--- src/rtl/alu_pkg.sv ---
// rtl/alu_pkg.sv - shared opcode, flag index and FSM state definitions
package alu_pkg;

  typedef enum logic [2:0] {
    OP_ADD = 3'b000,
    OP_SUB = 3'b001,
    OP_AND = 3'b010,
    OP_OR  = 3'b011
  } op_e;

  localparam int FLAG_V = 3;
  localparam int FLAG_C = 2;
  localparam int FLAG_Z = 1;
  localparam int FLAG_N = 0;

  typedef enum logic [1:0] {
    IDLE = 2'b00,
    EXEC = 2'b01,
    RESP = 2'b10
  } state_e;

endpackage

--- src/rtl/alu.sv ---
// rtl/alu.sv - combinational ALU producing result, {V,C,Z,N} flags and illegal-opcode indication
module Alu
  import alu_pkg::*;
#(
  parameter int N = 4
) (
  input  logic [N-1:0] a_i,
  input  logic [N-1:0] b_i,
  input  logic [2:0]   op_i,
  output logic [N-1:0] result_o,
  output logic [3:0]   flags_o,
  output logic         illegal_o
);

  logic [N-1:0] b_eff;
  logic         cin;
  logic [N:0]   sum;

  always_comb begin
    cin       = (op_i == OP_SUB);
    b_eff     = cin ? ~b_i : b_i;
    sum       = {1'b0, a_i} + {1'b0, b_eff} + {{N{1'b0}}, cin};
    result_o  = '0;
    flags_o   = '0;
    illegal_o = 1'b0;
    case (op_e'(op_i))
      OP_ADD, OP_SUB: begin
        result_o        = sum[N-1:0];
        flags_o[FLAG_C] = sum[N];
        // Overflow when both effective addends share a sign the sum does not.
        flags_o[FLAG_V] = (a_i[N-1] == b_eff[N-1]) && (sum[N-1] != a_i[N-1]);
      end
      OP_AND:  result_o = a_i & b_i;
      OP_OR:   result_o = a_i | b_i;
      default: illegal_o = 1'b1;
    endcase
    if (!illegal_o) begin
      flags_o[FLAG_Z] = (result_o == '0);
      flags_o[FLAG_N] = result_o[N-1];
    end
  end

endmodule

--- src/rtl/rr_arbiter2.sv ---
// rtl/rr_arbiter2.sv - two-input round-robin grant with last-grant pointer
module rr_arbiter2 (
  input  logic       clk_i,
  input  logic       rst_n_i,
  input  logic [1:0] valid_i,
  input  logic       enable_i,
  output logic [1:0] grant_o,
  output logic       grant_id_o
);

  logic last_q;
  logic last_d;

  always_comb begin
    grant_id_o = (valid_i == 2'b11) ? ~last_q : valid_i[1];
    grant_o    = 2'b00;
    if (enable_i && (|valid_i)) begin
      grant_o = grant_id_o ? 2'b10 : 2'b01;
    end
    last_d = (|grant_o) ? grant_id_o : last_q;
  end

  // Pointer starts at 1 so requester 0 wins the first contention.
  always_ff @(posedge clk_i or negedge rst_n_i) begin
    if (!rst_n_i) begin
      last_q <= 1'b1;
    end else begin
      last_q <= last_d;
    end
  end

endmodule

--- src/rtl/alu_arbiter.sv ---
// rtl/alu_arbiter.sv - two-requester front end sharing one ALU, with response channel and NZCV register
module alu_arbiter
  import alu_pkg::*;
#(
  parameter int N = 4
) (
  input  logic         clk_i,
  input  logic         rst_n_i,
  input  logic         req0_valid_i,
  output logic         req0_ready_o,
  input  logic [N-1:0] req0_a_i,
  input  logic [N-1:0] req0_b_i,
  input  logic [2:0]   req0_op_i,
  input  logic         req0_setf_i,
  input  logic         req1_valid_i,
  output logic         req1_ready_o,
  input  logic [N-1:0] req1_a_i,
  input  logic [N-1:0] req1_b_i,
  input  logic [2:0]   req1_op_i,
  input  logic         req1_setf_i,
  output logic         rsp_valid_o,
  input  logic         rsp_ready_i,
  output logic         rsp_id_o,
  output logic [N-1:0] rsp_result_o,
  output logic [3:0]   rsp_flags_o,
  output logic         rsp_err_o,
  output logic [3:0]   flags_o
);

  state_e       state_q, state_d;
  logic [N-1:0] a_q, a_d, b_q, b_d;
  logic [2:0]   op_q, op_d;
  logic         setf_q, setf_d;
  logic         id_q, id_d;
  logic         rsp_valid_q, rsp_valid_d;
  logic         rsp_id_q, rsp_id_d;
  logic [N-1:0] rsp_result_q, rsp_result_d;
  logic [3:0]   rsp_flags_q, rsp_flags_d;
  logic         rsp_err_q, rsp_err_d;
  logic [3:0]   flags_q, flags_d;

  logic [1:0]   grant;
  logic         grant_id;
  logic [N-1:0] alu_result;
  logic [3:0]   alu_flags;
  logic         alu_illegal;

  rr_arbiter2 u_arb (
    .clk_i      (clk_i),
    .rst_n_i    (rst_n_i),
    .valid_i    ({req1_valid_i, req0_valid_i}),
    .enable_i   (state_q == IDLE),
    .grant_o    (grant),
    .grant_id_o (grant_id)
  );

  Alu #(.N(N)) u_alu (
    .a_i       (a_q),
    .b_i       (b_q),
    .op_i      (op_q),
    .result_o  (alu_result),
    .flags_o   (alu_flags),
    .illegal_o (alu_illegal)
  );

  assign req0_ready_o = grant[0];
  assign req1_ready_o = grant[1];

  always_comb begin
    state_d      = state_q;
    a_d          = a_q;
    b_d          = b_q;
    op_d         = op_q;
    setf_d       = setf_q;
    id_d         = id_q;
    rsp_valid_d  = rsp_valid_q;
    rsp_id_d     = rsp_id_q;
    rsp_result_d = rsp_result_q;
    rsp_flags_d  = rsp_flags_q;
    rsp_err_d    = rsp_err_q;
    flags_d      = flags_q;
    case (state_q)
      IDLE: begin
        if (|grant) begin
          a_d     = grant_id ? req1_a_i    : req0_a_i;
          b_d     = grant_id ? req1_b_i    : req0_b_i;
          op_d    = grant_id ? req1_op_i   : req0_op_i;
          setf_d  = grant_id ? req1_setf_i : req0_setf_i;
          id_d    = grant_id;
          state_d = EXEC;
        end
      end
      EXEC: begin
        rsp_valid_d  = 1'b1;
        rsp_id_d     = id_q;
        rsp_result_d = alu_result;
        rsp_flags_d  = alu_flags;
        rsp_err_d    = alu_illegal;
        if (setf_q && !alu_illegal) begin
          flags_d = alu_flags;
        end
        state_d = RESP;
      end
      RESP: begin
        if (rsp_ready_i) begin
          rsp_valid_d = 1'b0;
          state_d     = IDLE;
        end
      end
      default: state_d = IDLE;
    endcase
  end

  always_ff @(posedge clk_i or negedge rst_n_i) begin
    if (!rst_n_i) begin
      state_q      <= IDLE;
      a_q          <= '0;
      b_q          <= '0;
      op_q         <= '0;
      setf_q       <= 1'b0;
      id_q         <= 1'b0;
      rsp_valid_q  <= 1'b0;
      rsp_id_q     <= 1'b0;
      rsp_result_q <= '0;
      rsp_flags_q  <= '0;
      rsp_err_q    <= 1'b0;
      flags_q      <= '0;
    end else begin
      state_q      <= state_d;
      a_q          <= a_d;
      b_q          <= b_d;
      op_q         <= op_d;
      setf_q       <= setf_d;
      id_q         <= id_d;
      rsp_valid_q  <= rsp_valid_d;
      rsp_id_q     <= rsp_id_d;
      rsp_result_q <= rsp_result_d;
      rsp_flags_q  <= rsp_flags_d;
      rsp_err_q    <= rsp_err_d;
      flags_q      <= flags_d;
    end
  end

  assign rsp_valid_o  = rsp_valid_q;
  assign rsp_id_o     = rsp_id_q;
  assign rsp_result_o = rsp_result_q;
  assign rsp_flags_o  = rsp_flags_q;
  assign rsp_err_o    = rsp_err_q;
  assign flags_o      = flags_q;

endmodule

--- config.mk ---
export PLATFORM = sky130hd
export DESIGN_NAME = alu_arbiter
export DESIGN_NICKNAME = d
export VERILOG_FILES = /design/src/rtl/alu_pkg.sv /design/src/rtl/alu.sv /design/src/rtl/rr_arbiter2.sv /design/src/rtl/alu_arbiter.sv
export SDC_FILE = /design/constraint.sdc
export NUM_CORES = 1
export LEC_CHECK = 0
export ABC_AREA = 1
export BUFFER_PORTS_ARGS = -buffer_cell sky130_fd_sc_hd__buf_4
export CORE_MARGIN = 4
export CORE_UTILIZATION = 53
export CTS_CLUSTER_DIAMETER = 80
export DETAILED_ROUTE_END_ITERATION = 10
export GPL_ROUTABILITY_DRIVEN = 0
export PLACE_DENSITY = 0.79
export SYNTH_ARGS = -nofsm -noshare
export SYNTH_HDL_FRONTEND = slang
export SYNTH_HIERARCHICAL = 1
export SYNTH_SLANG_ARGS = --single-unit
--- constraint.sdc ---
create_clock -name clk_i -period 2.7 [get_ports clk_i]
set_input_delay 0.675 -clock clk_i [delete_from_list [all_inputs] [get_ports clk_i]]
set_output_delay 0.675 -clock clk_i [all_outputs]
set_load 0.02 [all_outputs]
-- Word-level counts from Yosys, hierarchy flattened
Cells that the tools add are included.
Widths: inputs -> output; s select.
- flip-flop bits (word level): 31
- bits of input ports: 29
- add/sub/neg operators: 2
- eq/ne operators: 10
- mux-type cells: 17
- bitwise logic cells: 4
- reductions and logical operators: 15
- operators with widths (kind ; number):
    $mux 2 ; 6
    $mux 4 ; 3
    $pmux 4 s3 ; 1
    $reduce_and 2->1 ; 4
    $eq 3x2->1 const B ; 2
    $pmux 2 s3 ; 1
    $reduce_or 2->1 ; 3
    $add 4x4->5 ; 1
    $add 5x1->5 ; 1
    $and 4x4->4 ; 1
    $eq 2x2->1 const B ; 2
    $logic_not 4->1 ; 1
    $mux 1 ; 4
    $ne 2x2->1 const B ; 2
    $not 4->4 ; 1
    $or 4x4->4 ; 1
    $reduce_or 4->1 ; 1
    $eq 3x1->1 const B ; 1
    $logic_and 1x1->1 ; 3
    $logic_not 3->1 ; 1
    $mux 3 ; 1
    $eq 2x1->1 const B ; 1
    $logic_not 2->1 ; 1
    $pmux 1 s2 ; 1
    other kinds (4) ; 4

-- Longest topological paths before layout
Gate-level depths: netlist (run 1).
- depth in word-level cells: 7
- gate-level depth with buffers: 13
- gate-level depth less buffers: 13

-- Hierarchy
Netlist (run 1), hierarchy kept.
- by module, submodules not included (module ; instances ; cells each ; area each (um^2) ; seq. area each (um^2)):
    alu_arbiter ; 1 ; 174 ; 1386.3 ; 750.7
    Alu ; 1 ; 75 ; 462.9 ; 0.0
    rr_arbiter2 ; 1 ; 10 ; 68.8 ; 26.3

-- Least setup slack after synthesis (run 1)
Ideal clock, no wire load.
- path type: register -> register
- start point: register op_q[2]
- end point: register flags_q[1], in the netlist flags_o[1]
- library setup time: 0.066 ns
- data arrival time: 1.956 ns
- data required time: 2.634 ns
- slack: 0.678 ns
- cell stages (with the launch flop): 14
- period minus slack after synthesis: 2.022 ns
- path through: dfrtp_1 > nor2_2 > nand2_4 > xnor2_1 > fa_1 > nor2_1 > nor2_1 > nand2_1 > nand2_1 > nor2_2 > nand3_1 > nor2_2 > nand3_1 > nand2_1
- longest elaborated chain between the ends: 7
- elaborated cells between the ends (all ways): 14
- those cells by class: 2 x add/sub; 3 x eq/ne; 3 x mux; 6 x reduce/logical
- ends and longest elaborated chain (element ; line ; RTL):
    start, declared ; alu_arbiter.sv:32 ; logic [2:0] op_q, op_d;
    start signal, assigned ; alu_arbiter.sv:132 ; op_q <= op_d;
    $eq 3x1->1 ; alu.sv:20, alu.sv:26 ;
    $mux 4 ; alu.sv:21 ; b_eff = cin ? ~b_i : b_i;
    $add 4x4->5 ; alu.sv:22 ; sum = {1'b0, a_i} + {1'b0, b_eff} + {{N{1'b0}}, cin};
    $add 5x1->5 ; alu.sv:22 ;
    $pmux 4 s3 ; alu.sv:26 ; case (op_e'(op_i))
    $logic_not 4->1 ; alu.sv:38 ; flags_o[FLAG_Z] = (result_o == '0);
    $mux 2 (*) ; alu.sv:37 ; if (!illegal_o) begin
    net alu_flags[1] ; alu_arbiter.sv:45 ; logic [3:0] alu_flags;
    end signal, assigned ; alu_arbiter.sv:140 ; flags_q <= flags_d;
    end, declared ; alu_arbiter.sv:40 ; logic [3:0] flags_q, flags_d;
The timed path passes the listed nets; every way through them passes the cells marked *.
A chain may end at the register's enable or synchronous reset.

-- Worst setup path after layout (run 1)
Ends and elaborated chain as after synthesis.

==> results of run 1 <==
cell families (layout without fill, tap and decap cells):
family / count (synthesis) / in the layout / share of synthesized area
flops: 31 / 31 / 0.405
fa+ha+maj: 7 / 7 / 0.0496
xor+xnor: 3 / 3 / 0.0137
buf+inv: 29 / 76 / 0.0698
compound gates: 10 / 10 / 0.0313
simple gates: 179 / 179 / 0.431
layout make-up:
type,count,share of cell area
Sequential cell,31,0.330
Clock inverter,2,0.0149
Clock buffer,6,0.0218
Inverter,22,0.0351
Timing Repair Buffer,46,0.147
Multi-Input combinational cell,199,0.428
Tap cell,46,0.0244
report_power, final:
part / leakage, nW / internal (mW) / switching [mW]
Clock: 0.0482 / 0.219 / 0.156
Combinational: 0.896 / 0.638 / 1.02
Sequential: 0.396 / 0.671 / 0.179
Total: 1.34 / 1.53 / 1.36
registers in the layout, indices dropped and copies added, names as in the netlist, 2 cells and up:
register and flops:
a_q 4, b_q 4, flags_o 4, op_q 3, rsp_flags_o 4, rsp_result_o 4
state_q 2
routing by layer:
layer / GRT usage / up-vias
li1: - / 885
met1: 0.223 / 727
met2: 0.319 / 46
met3: 0.0493 / 7
met4: 0.0844 / 0
met5: 0 / -
stage by stage:
step	area, µm²	hold WS [ns]	setup slack (ns)	std cells	power, mW
final	2360	0.251	0.462	352	2.88
after global routing	2360	0.259	0.226	352	3.19
after global placement	2270	0.453	0.566	344	2.47
after floorplan	1920	0.379	0.678	259	2.13
after CTS	2360	0.247	0.456	352	2.92
after detailed placement	2270	0.459	0.493	344	2.52
worst reg2reg max path, stage by stage, from the launching register on:
cell and delay (ns):
dfrtp_1 0.48, nor2_2 0.21, nand2_4 0.10, xnor2_1 0.17, fa_1 0.45, nor2_1 0.13, nor2_1 0.05, nand2_1 0.05
nand2_1 0.06, nor2_2 0.09, nand3_1 0.09, nor2_2 0.12, nand3_1 0.09, nand2_1 0.09
worst max-delay path by stage:
stage	end	slack, ns	startpoint
floorplan	flags_o[1]	0.68	op_q[2]
global placement	flags_o[1]	0.57	op_q[2]
detailed placement	flags_o[1]	0.49	op_q[2]
CTS	flags_o[1]	0.46	op_q[2]
global route	flags_o[1]	0.23	op_q[2]
finish	flags_o[1]	0.46	op_q[2]
cell usage after synthesis:
library cell | count | area share
o21ai_1 | 1 | 0.0026
nor3_2 | 2 | 0.010
nand3_2 | 4 | 0.021
a21boi_1 | 1 | 0.0039
xnor2_1 | 2 | 0.0091
a21boi_0 | 1 | 0.0039
dfrtp_1 | 30 | 0.39
nand3_1 | 13 | 0.034
ha_1 | 6 | 0.039
o21ai_0 | 1 | 0.0026
dfstp_2 | 1 | 0.014
nand2_1 | 112 | 0.22
or2_2 | 1 | 0.0033
nand2_4 | 2 | 0.012
a31oi_1 | 1 | 0.0033
nand2_2 | 22 | 0.072
buf_2 | 2 | 0.0052
buf_6 | 2 | 0.012
buf_4 | 2 | 0.0078
xor2_1 | 1 | 0.0046
nand4_1 | 1 | 0.0033
clkbuf_1 | 1 | 0.0020
nor2_2 | 7 | 0.023
o21ai_2 | 1 | 0.0046
inv_1 | 17 | 0.033
nor2_4 | 1 | 0.0059
a21oi_1 | 4 | 0.010
inv_2 | 5 | 0.0098
nor2_1 | 14 | 0.027
fa_1 | 1 | 0.010
==> metrics, run 1 <==
CP cell instances nor2_2, nand2_4, xnor2_1, fa_1, nor2_1, nor2_1, nand2_1, nand2_1, nor2_2, nand3_1, nor2_2, nand3_1, nand2_1; Pleak 1.34 nW; IO Port Bufs 45; Crit path largest cell delay approximately 0.48 ns; CTS hold repair buffers 0; # Post-CTS Setup Buffers 0; Antenna Cells 0; Die W a little under 70 µm; CP Class reg2reg; slew of the pin with the lowest slew margin about 0.68 ns; status finished, final reports clean; Setup TNS 0 ns; register area 777 µm²; post-synthesis cell area 0.00192 mm²; footprint of the multi-input gates 0.00101 mm²; CP max stage cell dfrtp_1; Layout Nets ~340; fin util 0.690; RSZ-0062 raised after global routing false; Worst setup SP type flip-flop; grt ovf 0; Max-Cap Viols 0; initial antenna violation count 0; most common cell after layout, fill and taps aside nand2_1; CTS clk-pin slew, worst paths 0.10 ns; Final Cycle Share 0.829; syn_area_per_cell between 7 and 8 µm²; reg2reg setup slack between 0.4 and 0.5 ns; CTS sink cnt 31; Initial Utilization 0.562; Reg-to-Reg End flags_o[1]; ANT nets after route 0; FF+latch count, synth 31; DR vias/cell 4.73; Rows 21; I/O Pins 46; post-cts sizing count 0; Synth cell types 30; Clock Latency Late Sink roughly 0.33 ns; Synth-to-Final Area Change 22.8%; Initial DRC Count 99; worst path bufs/invs 0; worst r2r path cells 13; Pwr Density around 1200 mW/mm²; first-pass GRT wire length about 6500 µm; final critical-path required period around 2.2 ns; share of layout cells above drive strength 1 0.327; DR DRC count 0; Hold WC Path Type in2async; fillers 338; total wire length about 3700 µm; CP required slightly below 3 ns; Root Buffer clkbuf_4; cells after synthesis around 260; CP top delay family simple AND/OR/NAND/NOR gates; Final HPWL DP between 3000 and 4000 µm; setup violators final 0; Metal-1 WL approximately 1600 µm; CP arrival around 2.5 ns; die height 68.2 µm; fmax about 450 MHz; CP Max Fanout 8; gr usage total 0.189; Net Count, Synth ~300; number of global-route vias before repair 1,548; Fin Clk Skew 0.0133 ns; top routing layer used met4; drt wl/cell roughly 11 µm; reg-to-reg startpoint op_q[2]; Die Area approximately 0.0046 mm²; clock tree buffer depth 2; pin count of the biggest net entering global routing 32; H-Tree Depth 2; Peak VDD IR about 0.00048 V; register area share after synthesis 0.405; Worst setup EP type flip-flop; drt pass-1 iters 4; WL met2 1840 µm; Core Area between 0.003 and 0.004 mm²; Yosys warnings 6; critical path depth in cells 13; Relative slew margins 0.549; final-report hold violation count 0; met3 WL about 220 µm; via count about 1,700; CTS tree done; most frequent cells in the layout nand2_1, buf_4, dfrtp_1, nand2_2, inv_1; Slew Viols, Final 0; CTS Buf Count 5
Note: power is estimated with default switching activity, not from simulation.
==> run 2: changes to the inputs <==
clock period = 2.2 ns   (was 2.7 ns; I/O delays follow)
==> run 2 against run 1 <==
Register-to-register slack got worse by 0.37 ns. Fmax rose by 6.1%. Hold slack got worse by 0.13 ns. First-iteration DRC count fell by 20%. Combinational power rose by 34%. Sequential share of layout area fell by 0.73 points. Sequential cell count did not move. Clock skew fell by 0.0050 ns. Clock-buffer cell count did not move. Sequential power rose by 24%. Critical path depth fell by 2. Highest routed layer unchanged.
==> metrics, run 2 (synthesized netlist as in run 1, its figures left out) <==
status finished, final reports clean; initial antenna violation count 0 (unchanged); number of global-route vias before repair 1,542 (-0.39%); Final Cycle Share 0.959 (+0.130); Root Buffer clkbuf_4; Worst setup EP type flip-flop; Pleak 1.36 nW (+1.8%); first-pass GRT wire length 6720 µm (+3.3%); Seq pwr share 0.281 (-0.014); critical path launch point op_q[2]; Worst setup SP type flip-flop; most frequent cells in the layout nand2_1, buf_4, dfrtp_1, nand2_2, inv_1; Clock Latency Late Sink 0.34 ns (about the same); grt ovf 0 (unchanged); via count 1,695 (+1.8%); Crit path largest cell delay 0.48 ns (about the same); Synth-to-Final Area Change 25.8%; Psw 1.78 mW (+31%); pin count of the biggest net entering global routing 32 (unchanged); gr usage total 0.196 (+0.00707); CP Max Fanout 5 (-3); CP required 2.48 ns (-0.49 ns); CTS clk-pin slew, worst paths 0.10 ns (about the same); setup violators final 0 (unchanged); drt pass-1 iters 4 (unchanged); total wire length 4040 µm (+7.9%); DR vias/cell 4.77 (+0.94%); CP top delay family simple AND/OR/NAND/NOR gates; Max-Cap Viols 0 (unchanged); Core Area 0.00342 mm² (unchanged); worst path bufs/invs 0 (unchanged); Fin Clk Skew 0.00838 ns (-0.00496 ns); Peak VDD IR 0.000647 V (+36%); fin util 0.707 (+0.0168); Pwr Density 1550 mW/mm² (+27%); final-report hold violation count 0 (unchanged); Final HPWL DP 3080 µm (+2.5%); Die W 68.2 µm (unchanged); Initial Utilization 0.562 (unchanged); IO Port Bufs 45 (unchanged); fillers 301 (-11%); CTS Buf Count 5 (unchanged); setup ws final 0.0913 ns (-0.371 ns); Die Area 0.00465 mm² (unchanged); clock tree buffer depth 2 (unchanged); Relative slew margins 0.740 (+0.191); most common cell after layout, fill and taps aside nand2_1; H-Tree Depth 2 (unchanged); I/O Pins 46 (unchanged); placed cell areas 0.00228 mm² (+0.66%); register area 778 µm² (+0.16%); Antenna Cells 0 (unchanged); CP cell instances nor2_4, nand2_4, xnor2_4, fa_2, nand2_1, nand3_1, nor2_1, nand3_1, nor2_2, nand3_1, nand2_1; reg-to-reg startpoint op_q[2]; Design Power 3.74 mW (+30%); final instance area 0.00241 mm² (+2.4%); Comb pwr share 0.594 (+0.019); most used cell along the critical path nand3_1; DR DRC count 0 (unchanged); fmax 474 MHz (+6.1%); final critical-path required period 2.11 ns (-0.129 ns); cell-internal power 1.96 mW (+29%); Initial DRC Count 79 (-20%); CP max stage cell fa_2; drt wl/cell 11.4 µm (+7.0%); Post-Layout Cell Count 355 (+0.85%); share of layout cells above drive strength 1 0.350 (+0.0227); Slew Viols, Final 0 (unchanged); CTS tree done; ANT nets after route 0 (unchanged); Rows 21 (unchanged); slew of the pin with the lowest slew margin 0.389 ns (-0.286 ns); clock network fraction of total power 0.125 (-0.005); CP Class reg2reg; CTS sink cnt 31 (unchanged); footprint of the multi-input gates 0.00104 mm² (+3.4%); CP arrival 2.39 ns (-0.12 ns); Layout Nets 344 (+0.88%); pre-CTS setup slack 0.0438 ns (-0.449 ns); die height 68.2 µm (unchanged); placed insts 346 (+0.58%); CTS hold repair buffers 0 (unchanged); Hold WC Path Type in2async; Sw Share 0.475 (+0.00503)
## run 2: final timing paths
path	end	cells past startpoint	slack [ns]
worst max-delay path	flags_o[1]	11	0.09
worst min-delay path	rsp_result_o[3]	1	0.12
worst max register to register	flags_o[1]	11	0.09
worst min register to register	u_arb/last_q	2	0.47
max in group asynchronous	u_arb/last_q	1	1.76
min in group clk_i	state_q[1]	2	0.41
## run 2: power by group through the flow
stage               sequential (mW)  combinational [mW]  clock, mW
floorplan                      1.14                1.48          0
detailed placement             1.05                2.11          0
finish                         1.05                2.22      0.468
CTS                            1.04                2.16      0.476
global route                   1.09                2.49      0.505
global placement               1.03                2.03          0
## run 2: what timing repair did
action	in CTS	in global routing
setup buffers	0	1
resized for setup	2	6
pin swaps	0	0
endpoints found under the setup margin	2	6
## run 2: final cells by class
| class | count | area share |
|---|---|---|
| inverter | 22 | 0.0342 |
| tap | 46 | 0.0238 |
| timing repair buffer | 49 | 0.152 |
| clock buffer | 6 | 0.0213 |
| multi-input combinational | 199 | 0.431 |
| clock inverter | 2 | 0.0145 |
| sequential | 31 | 0.322 |
## run 2: stage by stage
step | hold WS [ns] | TNS (ns)
floorplan | 0.254 | 0
global placement | 0.454 | 0
detailed placement | 0.460 | 0
CTS | 0.121 | 0
global route | 0.131 | -0.0543
finish | 0.123 | 0
## run 2: layer usage
layer,share of wire,track usage,wire [µm],up-vias
met4,0.011,0.0571,44,0
li1,-,-,-,888
met1,0.43,0.238,1730,749
met3,0.068,0.0657,273,6
met5,0,0,0,-
met2,0.49,0.329,1990,52
## run 2: worst register-to-register path, stage by stage, from the launching register on
cell	delay (ns)
dfrtp_1	0.43
nor2_4	0.15
nand2_4	0.11
xnor2_4	0.20
fa_2	0.48
nand2_1	0.11
nand3_1	0.08
nor2_1	0.09
nand3_1	0.09
nor2_2	0.13
nand3_1	0.08
nand2_1	0.09
